===== src/rtl/pixel_pkg.sv =====
// rtl/pixel_pkg.sv - shared types and defaults for the pixel point-operation engine
// Purpose: mode enum, default parameter constants, packed per-frame config struct
//          and the raw-mode decode helper.
package pixel_pkg;

    localparam int DEF_DATA_W    = 8;
    localparam int DEF_CHANNELS  = 3;
    localparam int DEF_GAIN_FRAC = 4;

    typedef enum logic [2:0] {
        MODE_ADD  = 3'b000,
        MODE_SUB  = 3'b001,
        MODE_THR  = 3'b010,
        MODE_INV  = 3'b011,
        MODE_GAIN = 3'b100,
        MODE_PASS = 3'b101
    } mode_e;

    // Active frame configuration; sample fields are sized at the default DATA_W.
    typedef struct packed {
        mode_e                   mode;
        logic [DEF_DATA_W-1:0]   value;
        logic [DEF_DATA_W-1:0]   threshold;
    } pix_cfg_t;

    // Codes 101..111 all mean pass-through.
    function automatic mode_e decode_mode(input logic [2:0] raw);
        return (raw > 3'd4) ? MODE_PASS : mode_e'(raw);
    endfunction

endpackage


===== src/rtl/pixel_point_alu.sv =====
// rtl/pixel_point_alu.sv - one-channel two-stage point-operation datapath
// Purpose: stage 1 registers operands and raw sum/difference/product, stage 2
//          saturates and selects the result.
// Ports: clk, rst (sync active-high), i_en (advance both stages), i_x sample,
//        i_mode/i_value/i_threshold effective config, o_data result,
//        o_clip (only with PIXOP_CLIP_COUNT_EN) result saturated at 0/MAX by add/sub/gain.
module pixel_point_alu
    import pixel_pkg::*;
#(
    parameter int DATA_W    = DEF_DATA_W,
    parameter int GAIN_FRAC = DEF_GAIN_FRAC
) (
    input  logic              clk,
    input  logic              rst,
    input  logic              i_en,
    input  logic [DATA_W-1:0] i_x,
    input  mode_e             i_mode,
    input  logic [DATA_W-1:0] i_value,
    input  logic [DATA_W-1:0] i_threshold,
`ifdef PIXOP_CLIP_COUNT_EN
    output logic              o_clip,
`endif
    output logic [DATA_W-1:0] o_data
);

    localparam int                PW  = 2 * DATA_W;
    localparam logic [DATA_W-1:0] MAX = '1;

    logic [DATA_W-1:0] r_x;
    logic [DATA_W-1:0] r_thr;
    mode_e             r_mode;
    logic [DATA_W:0]   r_sum;
    logic [DATA_W:0]   r_diff;
    logic [PW-1:0]     r_prod;
    logic [DATA_W-1:0] r_data;

    logic [PW-1:0]     w_prod_sh;
    logic [DATA_W-1:0] w_res;
    logic              w_sat_op;

    always_ff @(posedge clk) begin
        if (rst) begin
            r_x    <= '0;
            r_thr  <= '0;
            r_mode <= MODE_PASS;
            r_sum  <= '0;
            r_diff <= '0;
            r_prod <= '0;
        end else if (i_en) begin
            r_x    <= i_x;
            r_thr  <= i_threshold;
            r_mode <= i_mode;
            r_sum  <= {1'b0, i_x} + {1'b0, i_value};
            // Top bit of the widened difference is the borrow.
            r_diff <= {1'b0, i_x} - {1'b0, i_value};
            r_prod <= PW'(i_x) * PW'(i_value);
        end
    end

    assign w_prod_sh = r_prod >> GAIN_FRAC;

    always_comb begin
        w_res    = r_x;
        w_sat_op = 1'b0;
        case (r_mode)
            MODE_ADD: begin
                w_res    = r_sum[DATA_W] ? MAX : r_sum[DATA_W-1:0];
                w_sat_op = 1'b1;
            end
            MODE_SUB: begin
                w_res    = r_diff[DATA_W] ? '0 : r_diff[DATA_W-1:0];
                w_sat_op = 1'b1;
            end
            MODE_THR:  w_res = (r_x > r_thr) ? MAX : '0;
            MODE_INV:  w_res = MAX - r_x;
            MODE_GAIN: begin
                w_res    = (|w_prod_sh[PW-1:DATA_W]) ? MAX : w_prod_sh[DATA_W-1:0];
                w_sat_op = 1'b1;
            end
            default:   w_res = r_x;
        endcase
    end

    always_ff @(posedge clk) begin
        if (rst) begin
            r_data <= '0;
        end else if (i_en) begin
            r_data <= w_res;
        end
    end

    assign o_data = r_data;

`ifdef PIXOP_CLIP_COUNT_EN
    logic r_clip;

    always_ff @(posedge clk) begin
        if (rst) begin
            r_clip <= 1'b0;
        end else if (i_en) begin
            r_clip <= w_sat_op && ((w_res == '0) || (w_res == MAX));
        end
    end

    assign o_clip = r_clip;
`else
    logic w_unused_sat;
    assign w_unused_sat = w_sat_op;
`endif

endmodule


===== src/rtl/pixel_point_stream.sv =====
// rtl/pixel_point_stream.sv - streaming per-pixel point-operation engine (top)
// Purpose: valid/ready pixel stream through a 2-stage per-channel point-op pipeline
//          with per-frame config capture. Optional macro PIXOP_CLIP_COUNT_EN adds clip_count.
// Ports: clk, rst (sync active-high); cfg_mode/cfg_value/cfg_threshold config inputs;
//        s_valid/s_ready/s_sof/s_data input stream; m_valid/m_ready/m_sof/m_data output
//        stream; clip_count (macro only) saturated-sample count for the current frame.
module pixel_point_stream
    import pixel_pkg::*;
#(
    parameter int DATA_W    = DEF_DATA_W,
    parameter int CHANNELS  = DEF_CHANNELS,
    parameter int GAIN_FRAC = DEF_GAIN_FRAC
) (
    input  logic                       clk,
    input  logic                       rst,
    input  logic [2:0]                 cfg_mode,
    input  logic [DATA_W-1:0]          cfg_value,
    input  logic [DATA_W-1:0]          cfg_threshold,
    input  logic                       s_valid,
    output logic                       s_ready,
    input  logic                       s_sof,
    input  logic [CHANNELS*DATA_W-1:0] s_data,
    output logic                       m_valid,
    input  logic                       m_ready,
    output logic                       m_sof,
`ifdef PIXOP_CLIP_COUNT_EN
    output logic [31:0]                clip_count,
`endif
    output logic [CHANNELS*DATA_W-1:0] m_data
);

    pix_cfg_t r_cfg;
    logic     r_cap_pending;
    logic     r_v1, r_sof1;
    logic     r_v2, r_sof2;

    pix_cfg_t w_cfg_in;
    pix_cfg_t w_cfg_eff;
    logic     w_pipe_en;
    logic     w_accept;
    logic     w_load;

    assign w_pipe_en = !r_v2 || m_ready;
    assign s_ready   = w_pipe_en;
    assign w_accept  = s_valid && w_pipe_en;
    assign w_load    = w_accept && (s_sof || r_cap_pending);

    always_comb begin
        w_cfg_in           = r_cfg;
        w_cfg_in.mode      = decode_mode(cfg_mode);
        w_cfg_in.value     = cfg_value;
        w_cfg_in.threshold = cfg_threshold;
    end

    // The capturing beat itself uses the fresh config, so bypass the register.
    assign w_cfg_eff = w_load ? w_cfg_in : r_cfg;

    always_ff @(posedge clk) begin
        if (rst) begin
            r_cfg.mode      <= MODE_PASS;
            r_cfg.value     <= '0;
            r_cfg.threshold <= '0;
            r_cap_pending   <= 1'b1;
        end else if (w_accept) begin
            if (w_load) begin
                r_cfg <= w_cfg_in;
            end
            r_cap_pending <= 1'b0;
        end
    end

    always_ff @(posedge clk) begin
        if (rst) begin
            r_v1   <= 1'b0;
            r_sof1 <= 1'b0;
            r_v2   <= 1'b0;
            r_sof2 <= 1'b0;
        end else if (w_pipe_en) begin
            r_v1   <= s_valid;
            r_sof1 <= s_valid && s_sof;
            r_v2   <= r_v1;
            r_sof2 <= r_sof1;
        end
    end

    assign m_valid = r_v2;
    assign m_sof   = r_sof2;

`ifdef PIXOP_CLIP_COUNT_EN
    logic [CHANNELS-1:0] w_clip;
`endif

    for (genvar g = 0; g < CHANNELS; g++) begin : g_ch
        pixel_point_alu #(
            .DATA_W    (DATA_W),
            .GAIN_FRAC (GAIN_FRAC)
        ) u_alu (
            .clk         (clk),
            .rst         (rst),
            .i_en        (w_pipe_en),
            .i_x         (s_data[g*DATA_W +: DATA_W]),
            .i_mode      (w_cfg_eff.mode),
            .i_value     (w_cfg_eff.value),
            .i_threshold (w_cfg_eff.threshold),
`ifdef PIXOP_CLIP_COUNT_EN
            .o_clip      (w_clip[g]),
`endif
            .o_data      (m_data[g*DATA_W +: DATA_W])
        );
    end

`ifdef PIXOP_CLIP_COUNT_EN
    localparam int CW = $clog2(CHANNELS + 1);

    logic [CW-1:0] w_clip_sum;
    logic [31:0]   r_clip_count;

    always_comb begin
        w_clip_sum = '0;
        for (int i = 0; i < CHANNELS; i++) begin
            w_clip_sum = w_clip_sum + CW'(w_clip[i]);
        end
    end

    // A frame-start beat restarts the count with its own clips.
    always_ff @(posedge clk) begin
        if (rst) begin
            r_clip_count <= '0;
        end else if (r_v2 && m_ready) begin
            if (r_sof2) begin
                r_clip_count <= 32'(w_clip_sum);
            end else begin
                r_clip_count <= r_clip_count + 32'(w_clip_sum);
            end
        end
    end

    assign clip_count = r_clip_count;
`endif

endmodule


===== config.mk =====
export PLATFORM = sky130hd
export DESIGN_NAME = pixel_point_stream
export DESIGN_NICKNAME = d
export VERILOG_FILES = /design/src/rtl/pixel_pkg.sv /design/src/rtl/pixel_point_alu.sv /design/src/rtl/pixel_point_stream.sv
export SDC_FILE = /design/constraint.sdc
export NUM_CORES = 1
export LEC_CHECK = 0
export ABC_AREA = 1
export BUFFER_PORTS_ARGS = -buffer_cell sky130_fd_sc_hd__buf_2
export CORE_MARGIN = 5
export CORE_UTILIZATION = 40
export DETAILED_ROUTE_END_ITERATION = 6
export PLACE_DENSITY = 0.57
export RECOVER_POWER = 50
export SLEW_MARGIN = 20
export SYNTH_ARGS = -nofsm -noshare
export SYNTH_HDL_FRONTEND = slang
export SYNTH_SLANG_ARGS = --single-unit

===== constraint.sdc =====
create_clock -name clk -period 4.8 [get_ports clk]
set_input_delay 0.24 -clock clk [delete_from_list [all_inputs] [get_ports clk]]
set_output_delay 0.24 -clock clk [all_outputs]
set_load 0.01 [all_outputs]

=== Yosys cells after proc, flatten, opt, wreduce, memory -nomap -nowiden ===
Cells that the tools add are included.

* Register bits after elaboration: 185
* Memory bits (writable): 0
* Logic and storage cells: 72
* Memory bits (read-only): 0
* Input port bits: 48
* Output and inout bits: 27
* Memories: 0
* Bits in latches: 0

* Shifts and indexed selects: 0
* Reductions and logical operators: 10
* Add/subtract/negate cells: 9
* Div/mod/pow operators: 0
* Eq/ne operators: 4
* Multipliers: 3
* Mux-type cells: 17
* Order comparisons: 4
* Bitwise logic cells: 0

{| class="wikitable"
|+ Operator list
! kind !! count
|-
| $pmux W8 S5 || 3
|-
| $mux W8 || 12
|-
| $mul A8 B8 Y16 || 3
|-
| $add A8 B8 Y9 || 3
|-
| $sub A8 B8 Y9 || 3
|-
| $gt A8 B8 Y1 || 3
|-
| $sub A8 B8 Y8 const A || 3
|-
| $mux W19 || 1
|-
| $reduce_or A4 Y1 || 3
|-
| $eq A3 B2 Y1 const B || 2
|-
| $eq A3 B1 Y1 const B || 1
|-
| $eq A3 B3 Y1 const B || 1
|-
| $gt A3 B3 Y1 const B || 1
|-
| $logic_and A1 B1 Y1 || 3
|-
| $logic_not A3 Y1 || 1
|-
| $mux W3 || 1
|-
| $logic_or A1 B1 Y1 || 2
|-
| $logic_not A1 Y1 || 1
|}

=== Longest topological paths before layout ===
Gate-level depths: netlist (run 1).

* Word-level depth: 6
* Gate-level depth with buffers: 28
* Depth with buffers taken out: 26

=== By module ===
Synthesis (run 1) repeated with hierarchy kept, for this count alone.

* Cell total of the unflattened synthesis: 2880
* Area total of the unflattened synthesis: 18741.7 µm²

{| class="wikitable"
|+ By module, submodules not included
! module !! area each (µm²) !! seq. area each (µm²) !! cells each !! times used
|-
| pixel_point_alu (g_ch[1].u_alu) || 5863.1 || 1121.1 || 909 || 1
|-
| pixel_point_alu (g_ch[2].u_alu) || 5860.6 || 1121.1 || 914 || 1
|-
| pixel_point_alu (g_ch[0].u_alu) || 5856.9 || 1121.1 || 907 || 1
|-
| pixel_point_stream || 1161.1 || 480.5 || 150 || 1
|}

=== Least setup slack after synthesis (run 1) ===
No wires, ideal clock.

* Path type: flip-flop to flip-flop
* From: register r_v2 (netlist: m_valid)
* To: register g_ch[0].u_alu.r_prod[13]
* Setup slack: -19 ps
* Buffers on the path: 2
* Clock period less this slack: 4819 ps
* Data arrival time: 4710 ps
* Setup time: 109 ps
* Cell stages (with the launch flop): 27
* Required time: 4691 ps
* Path through: dfxtp_1 nand2_4 nand3_2 buf_6 inv_2 or2_0 o21ai_0 buf_2 inv_2 ha_1 fa_1 fa_1 fa_1 inv_1 fa_1 inv_1 ha_1 a21oi_1 nor2_1 a211oi_1 o21ai_0 nand2_1 nand2_1 nand2_1 nand3_1 nand2_1 inv_1

* Cells in the longest elaborated chain, start to end: 6

{| class="wikitable"
|+ Ends and longest elaborated chain
! item !! line !! text
|-
| start: declaration || pixel_point_stream.sv:35 || <nowiki>logic r_v2, r_sof2;</nowiki>
|-
| start signal: assignment || pixel_point_stream.sv:81 || <nowiki>r_v2 <= r_v1;</nowiki>
|-
| $logic_not A1 Y1 || pixel_point_stream.sv:43 || <nowiki>assign w_pipe_en = !r_v2 || m_ready;</nowiki>
|-
| $logic_or A1 B1 Y1 || pixel_point_stream.sv:43 ||
|-
| $logic_and A1 B1 Y1 || pixel_point_stream.sv:45 || <nowiki>assign w_accept = s_valid && w_pipe_en;</nowiki>
|-
| $logic_and A1 B1 Y1 || pixel_point_stream.sv:46 || <nowiki>assign w_load = w_accept && (s_sof || r_cap_pending);</nowiki>
|-
| $mux W19 || n/a ||
|-
| named net g_ch[0].u_alu.i_value[4] || pixel_point_alu.sv:18 || <nowiki>input logic [DATA_W-1:0] i_value,</nowiki>
|-
| $mul A8 B8 Y16 || pixel_point_alu.sv:56 || <nowiki>r_prod <= PW'(i_x) * PW'(i_value);</nowiki>
|-
| end signal: assignment || pixel_point_alu.sv:56 ||
|-
| end: declaration || pixel_point_alu.sv:34 || <nowiki>logic [PW-1:0] r_prod;</nowiki>
|}

The timed path passes the listed nets, and every way through them passes these cells.
A chain may end at the register's enable or synchronous reset.

=== Worst setup path after layout (run 1) ===
* From: register r_v2 (netlist: m_valid)
* To: register g_ch[0].u_alu.r_prod[15]

The elaborated chain is that of the path after synthesis.

==> results.sh, run 1 <==
export IMPL_pwr_share_clk=0.177
export IMPL_status="completed"
export IMPL_peakVddDrop_v=0.000245
export IMPL_yosys_top_cells_area="dfxtp_1 22%, fa_1 15%, ha_1 14%"
export IMPL_insertion_delay_ps=460
export IMPL_cts_tree="yes"
export IMPL_numCtsBuffers=17
export IMPL_fmax_mhz=215
export IMPL_ff2ff_path_depth=24
export IMPL_drv_cap=0
export IMPL_rows=71
export IMPL_vias_per_cell=5.16
export IMPL_first_global_vias=13300
export IMPL_dr_total_vias=14000
export IMPL_dr_first_iter_drc_count=834
export IMPL_grt_overflow_total=0
export IMPL_path_clk_slew_ps=80
export IMPL_antenna_found_initial=1
export IMPL_syn_area_mm2=0.0154
export IMPL_seq_power_share=0.216
export IMPL_crit_fanout=7
export IMPL_slew_headroom=0.323
export IMPL_clockBufferDepth=2
export IMPL_cp_required_ps=5150
export IMPL_yosysTopAreaCell="dfxtp_1"
export IMPL_synth_ff_latch_count=170
export IMPL_clkSinkCount=170
export IMPL_avgSynthCellArea_um2=7.50
export IMPL_p_sw_frac=0.437
export IMPL_rsz0062_at_grt="yes"
export IMPL_area_growth_pct=18.8
export IMPL_mostFrequentLayoutCell="inv_1"
export IMPL_start_util=0.406
export IMPL_combinationalPowerShare=0.607
export IMPL_die_x_um=206
export IMPL_drv_slew=0
export IMPL_fin_skew_ps=12.9
export IMPL_min_path_cells=3
export IMPL_use_met1=0.339
export IMPL_synth_yosys_warnings=0
export IMPL_power_switching_mw=3.66
export IMPL_root_buffer="clkbuf_16"
export IMPL_fin_nets=2530
export IMPL_p_int_mw=4.71
export IMPL_path_class="flop to flop"
export IMPL_end_kind="flop"
export IMPL_die_h_um=206
export IMPL_io_pin_count=75
export IMPL_drt_pass1_iter_count=6
export IMPL_crit_path_start_kind="flop"
export IMPL_use_met2=0.335
export IMPL_timing_final_crit_period_ps=4640
export IMPL_final_hold_viol_count=0
export IMPL_grt_busiest_layer="met1"
export IMPL_worst_pin_slew_ps=1010
export IMPL_synth_top_cell_area_share=0.221
export IMPL_cts_hold_buf=0
export IMPL_cp_arrival_ps=4990
export IMPL_async_flop_share=0
export IMPL_io_buffers=74
export IMPL_setup_viol=0
export IMPL_min_path_type="input port to flop"
export IMPL_ant_nets=0
export IMPL_dp_hpwl_um=37000
export IMPL_synth_cells=2050
export IMPL_synth_edf_count=0
export IMPL_ys_seq_area_frac=0.221
export IMPL_die_area_mm2=0.0425
export IMPL_globalplace_congestion=0.943
export IMPL_synth_cell_types=48
export IMPL_use_met3=0.0330
export IMPL_placed_area_mm2=0.0170
export IMPL_core_mm2=0.0378
export IMPL_htreeDepth=4
export IMPL_grt_pass1_wl_um=74700
export IMPL_final_area_mm2=0.0183
export IMPL_wl_um=47700
export IMPL_routedWlPerCell_um=17.5
export IMPL_drc=0
export IMPL_power_density_mw_per_mm2=458
export IMPL_ys_flop_type="dfxtp_1"
export IMPL_syn_nets=2383
export IMPL_p_leak_nw=9.27
export IMPL_grtUsageTotal=0.225
export IMPL_hold_slack_ps=42.9
export IMPL_finalCritPeriodShare=0.967
export IMPL_final_cell_mix="331 x inv_1, 247 x nor2_1, 210 x o21ai_0"
export IMPL_layout_drive_gt1_share=0.159
export IMPL_grt_max_degree=106
==> Yosys cell counts, drive strengths merged (2+ instances only) <==
cell type / count
nor3: 10
nand2: 218
a21oi: 170
xnor2: 8
buf: 35
o211ai: 44
nor2: 260
o311ai: 7
nand4: 22
or2: 14
a31oi: 5
fa: 114
clkbuf: 46
mux2i: 8
nand3b: 2
xor2: 36
and2: 2
o21bai: 34
a221oi: 3
o21a: 8
a211oi: 3
dfxtp: 170
ha: 171
inv: 349
nand3: 63
o21ai: 240
a21o: 4
==> metal layers <==
metal / up-vias / share of wire
met5: - / 0
met4: 0 / 0.023
met3: 60 / 0.054
met2: 376 / 0.43
met1: 6643 / 0.49
li1: 6958 / -
==> path summary, 6_finish.rpt <==
path	start	end	slack, ps
worst max-delay path	m_valid	g_ch[0].u_alu.r_prod[15]	160
worst min-delay path	cfg_threshold[7]	r_cfg[7]	40
worst max register to register	m_valid	g_ch[0].u_alu.r_prod[15]	160
worst min register to register	r_v1	m_valid	450
==> flip-flops by register name, summed over array words and instances, names as in the netlist <==
register / cells
g_ch.u_alu.o_data: 24
g_ch.u_alu.r_diff: 27
g_ch.u_alu.r_mode: 3
g_ch.u_alu.r_prod: 36
g_ch.u_alu.r_sum: 24
g_ch.u_alu.r_thr: 8
g_ch.u_alu.r_x: 24
m_sof: 1
m_valid: 1
r_cap_pending: 1
r_cfg: 19
r_sof1: 1
r_v1: 1
==> power by group through the flow <==
stage | clock network, mW | logic [mW] | registers, mW
after global routing | 1.56 | 5.69 | 1.84
after global placement | 0 | 4.39 | 1.84
after detailed placement | 0 | 4.40 | 1.84
after CTS | 1.51 | 4.50 | 1.81
final | 1.48 | 5.08 | 1.81
after floorplan | 0 | 2.83 | 1.80
==> area by class of cell <==
class                   count  area (um2)
inverters                 350        1330
clock inverters            14         174
flip-flops and latches    170        3410
repair buffers            209        1510
clock buffers              18         439
well taps                 511         639
diodes                      1        2.50
multi-input cells        1449       10800
fillers                  3817       19600
==> worst max-delay path, stage by stage, from the launching register on <==
cell and delay (ps):
dfxtp_4 380, nand2_8 60, nand3_4 100, inv_4 60
or2_4 230, o21ai_4 90, clkinv_4 160, ha_4 210
fa_1 540, fa_1 430, fa_1 490, inv_1 50
fa_1 490, inv_2 50, ha_4 230, a21oi_4 160
nor2_2 50, a211oi_2 260, o21ai_4 120, nand2_2 90
nand2_1 50, nand2_1 60, nand3_1 60, nand2_1 90
inv_1 30
==> logic make-up (layout without fill, tap and decap cells) <==
logic type / after synthesis / count (layout) / synth area share
flip-flops: 170 / 170 / 0.221
other: 0 / 1 / 0
buffers and inverters: 431 / 591 / 0.110
AO/OA/AOI/OAI: 521 / 521 / 0.189
XOR/XNOR: 44 / 44 / 0.0251
AND/OR/NAND/NOR: 591 / 591 / 0.162
multiplexers: 8 / 8 / 0.00521
adder cells (fa/ha/maj): 285 / 285 / 0.288
==> stage by stage <==
stage,std cells,total power [mW],util,worst slack [ps],TNS [ps]
floorplan,2050,4.63,-,19.6,0
global placement,2677,6.23,0.450,-215,-2670
detailed placement,2677,6.24,0.450,-303,-3590
CTS,2709,7.82,0.468,2.00,0
global route,2722,9.09,0.482,-78.0,-381
finish,2722,8.37,0.482,159,0
==> timing repair <==
| action | in CTS | in global routing |
|---|---|---|
| buffers inserted | 0 | 12 |
| gates resized for setup | 24 | 91 |
| pin swaps | 1 | 24 |
| endpoints found under the hold margin | 0 | 0 |
| endpoints found under the setup margin | 23 | 25 |
(Power assumes the default switching activity.)
==> run 2: changes to the inputs <==
--- a/config.mk
+++ b/config.mk
@@ -8,9 +8,9 @@
 export ABC_AREA = 1
 export BUFFER_PORTS_ARGS = -buffer_cell sky130_fd_sc_hd__buf_2
 export CORE_MARGIN = 5
-export CORE_UTILIZATION = 40
+export CORE_UTILIZATION = 57
 export DETAILED_ROUTE_END_ITERATION = 6
-export PLACE_DENSITY = 0.57
+export PLACE_DENSITY = 0.77
 export RECOVER_POWER = 50
 export SLEW_MARGIN = 20
 export SYNTH_ARGS = -nofsm -noshare
==> run 2 against run 1 <==
Count of clock-buffer cells in the layout fell by 1; setup slack lost 110 ps; clock power hardly changed; critical endpoint is now g_ch[0].u_alu.r_prod[13]; largest cell class unchanged.
==> results.sh, run 2 (synthesis results as in run 1) <==
export IMPL_critical_path_top_delay_family="adder cells"
export IMPL_cpMostUsedCell="nand2_1"
export IMPL_antenna_found_initial=0
export IMPL_path_class="flop to flop"
export IMPL_regMostFlops="g_ch.u_alu.r_prod"
export IMPL_power_density_mw_per_mm2=457
export IMPL_cp_arrival_ps=5100
export IMPL_finalCritPeriodShare=0.990
export IMPL_cts_tree="yes"
export IMPL_drc=0
export IMPL_min_path_type="input port to flop"
export IMPL_setup_viol=0
export IMPL_fmax_mhz=210
export IMPL_total_power_mw=8.19
export IMPL_io_buffers=74
export IMPL_hold_slack_ps=50.3
export IMPL_numCtsBuffers=17
export IMPL_drv_slew=0
export IMPL_grt_pass1_wl_um=74300
export IMPL_vias_per_cell=5.87
export IMPL_dr_first_iter_drc_count=1740
export IMPL_drv_cap=0
export IMPL_layout_drive_gt1_share=0.153
export IMPL_slowest_delay_ps=550
export IMPL_root_buffer="clkbuf_16"
export IMPL_dp_cells=2490
export IMPL_final_cell_count_no_fill=2540
export IMPL_dr_total_vias=14900
export IMPL_critPathBufInv=6
export IMPL_wl_um=47300
export IMPL_htreeDepth=4
export IMPL_fin_nets=2518
export IMPL_core_mm2=0.0267
export IMPL_grt_max_degree=112
export IMPL_cts_hold_buf=0
export IMPL_peakVddDrop_v=0.000296
export IMPL_ant_nets=0
export IMPL_first_global_vias=14300
export IMPL_status="completed"
export IMPL_timing_final_crit_period_ps=4750
export IMPL_critical_path_slowest_cell="fa_1"
export IMPL_die_area_mm2=0.0304
export IMPL_dp_hpwl_um=34200
export IMPL_crit_fanout=7
export IMPL_start_util=0.575
export IMPL_rsz0062_at_grt="yes"
export IMPL_final_hold_viol_count=0
export IMPL_die_x_um=174
export IMPL_worst_pin_slew_ps=1050
export IMPL_path_clk_slew_ps=80
export IMPL_crit_path_start_kind="flop"
export IMPL_r2r_start="r_cap_pending"
export IMPL_grt_overflow_total=0
export IMPL_cp_required_ps=5150
export IMPL_clockBufferDepth=2
export IMPL_die_h_um=174
export IMPL_clkSinkCount=170
export IMPL_slew_headroom=0.300
export IMPL_final_cell_mix="332 x inv_1, 245 x nor2_1, 212 x o21ai_0"
export IMPL_routedWlPerCell_um=18.6
export IMPL_fin_skew_ps=13.8
export IMPL_rows=60
export IMPL_largest_reg_flops=36
export IMPL_io_pin_count=75
export IMPL_end_kind="flop"
export IMPL_area_growth_pct=16.6
export IMPL_crit_path_start="r_cap_pending"
export IMPL_grtUsageTotal=0.300
export IMPL_mostFrequentLayoutCell="inv_1"
export IMPL_holdCritStartpoint="s_sof"
export IMPL_globalplace_congestion=0.985
export IMPL_p_leak_nw=9.23
export IMPL_top_regs="g_ch.u_alu.r_prod (36), g_ch.u_alu.r_diff (27)"
export IMPL_insertion_delay_ps=440
export IMPL_drt_pass1_iter_count=7
[run 2: changes by cell type in the layout (fill, tap and decap cells not counted), sizes merged]
cell / delta
clkbuf: +1
clkinv: -2
bufinv: -1
buf: -14
inv: +4
[run 2: power by group]
part,switching (mW),internal [mW]
Sequential,0.152,1.67
Clock,0.755,0.727
Combinational,2.77,2.12
[run 2: metal layers]
layer,vias up,share of wire,track usage,routed length (um)
li1,6932,-,-,-
met1,6961,0.42,0.420,19800
met2,829,0.44,0.470,20900
met3,181,0.093,0.0474,4380
met4,0,0.047,0.109,2220
met5,-,0,0,0
[run 2: repair_timing]
| action | in CTS | in global routing |
|---|---|---|
| pin swaps | 0 | 31 |
| gates cloned | 1 | 2 |
| setup endpoints to repair | 21 | 26 |
| buffers inserted | 0 | 14 |
| resized for setup | 19 | 90 |
[run 2: through the flow]
step | setup WS, ps | setup TNS, ps | area (um2) | util
floorplan | 19.6 | 0 | 15400 | -
global placement | -24.8 | -43.5 | 16700 | 0.624
detailed placement | -207 | -1710 | 16700 | 0.624
CTS | -1.34 | -2.05 | 17400 | 0.650
global route | -80.3 | -437 | 17900 | 0.671
finish | 47.4 | 0 | 17900 | 0.671
[run 2: final cells by class]
cell class / instances / area, um2
Multi-Input combinational cell: 1449 / 10700
Fill cell: 2122 / 8800
Sequential cell: 170 / 3410
Timing Repair Buffer: 197 / 1450
Inverter: 350 / 1330
Tap cell: 341 / 427
Clock buffer: 17 / 425
Clock inverter: 15 / 201
Antenna cell: 1 / 2.50
[run 2: final timing paths]
kind / cells after the start / slack, ps / endpoint
setup / recovery: 25 / 50 / g_ch[0].u_alu.r_prod[13]
hold / removal: 3 / 50 / r_sof1
setup reg to reg: 25 / 50 / g_ch[0].u_alu.r_prod[13]
hold reg to reg: 2 / 470 / m_valid
[run 2: worst register-to-register path, delay by kind of cell (launching register included)]
kind | cells | cell delay, ps
flip-flops | 1 | 320
adder cells (fa/ha/maj) | 6 | 2450
buffers and inverters | 6 | 390
AND/OR/NAND/NOR | 9 | 850
AO/OA/AOI/OAI | 4 | 640
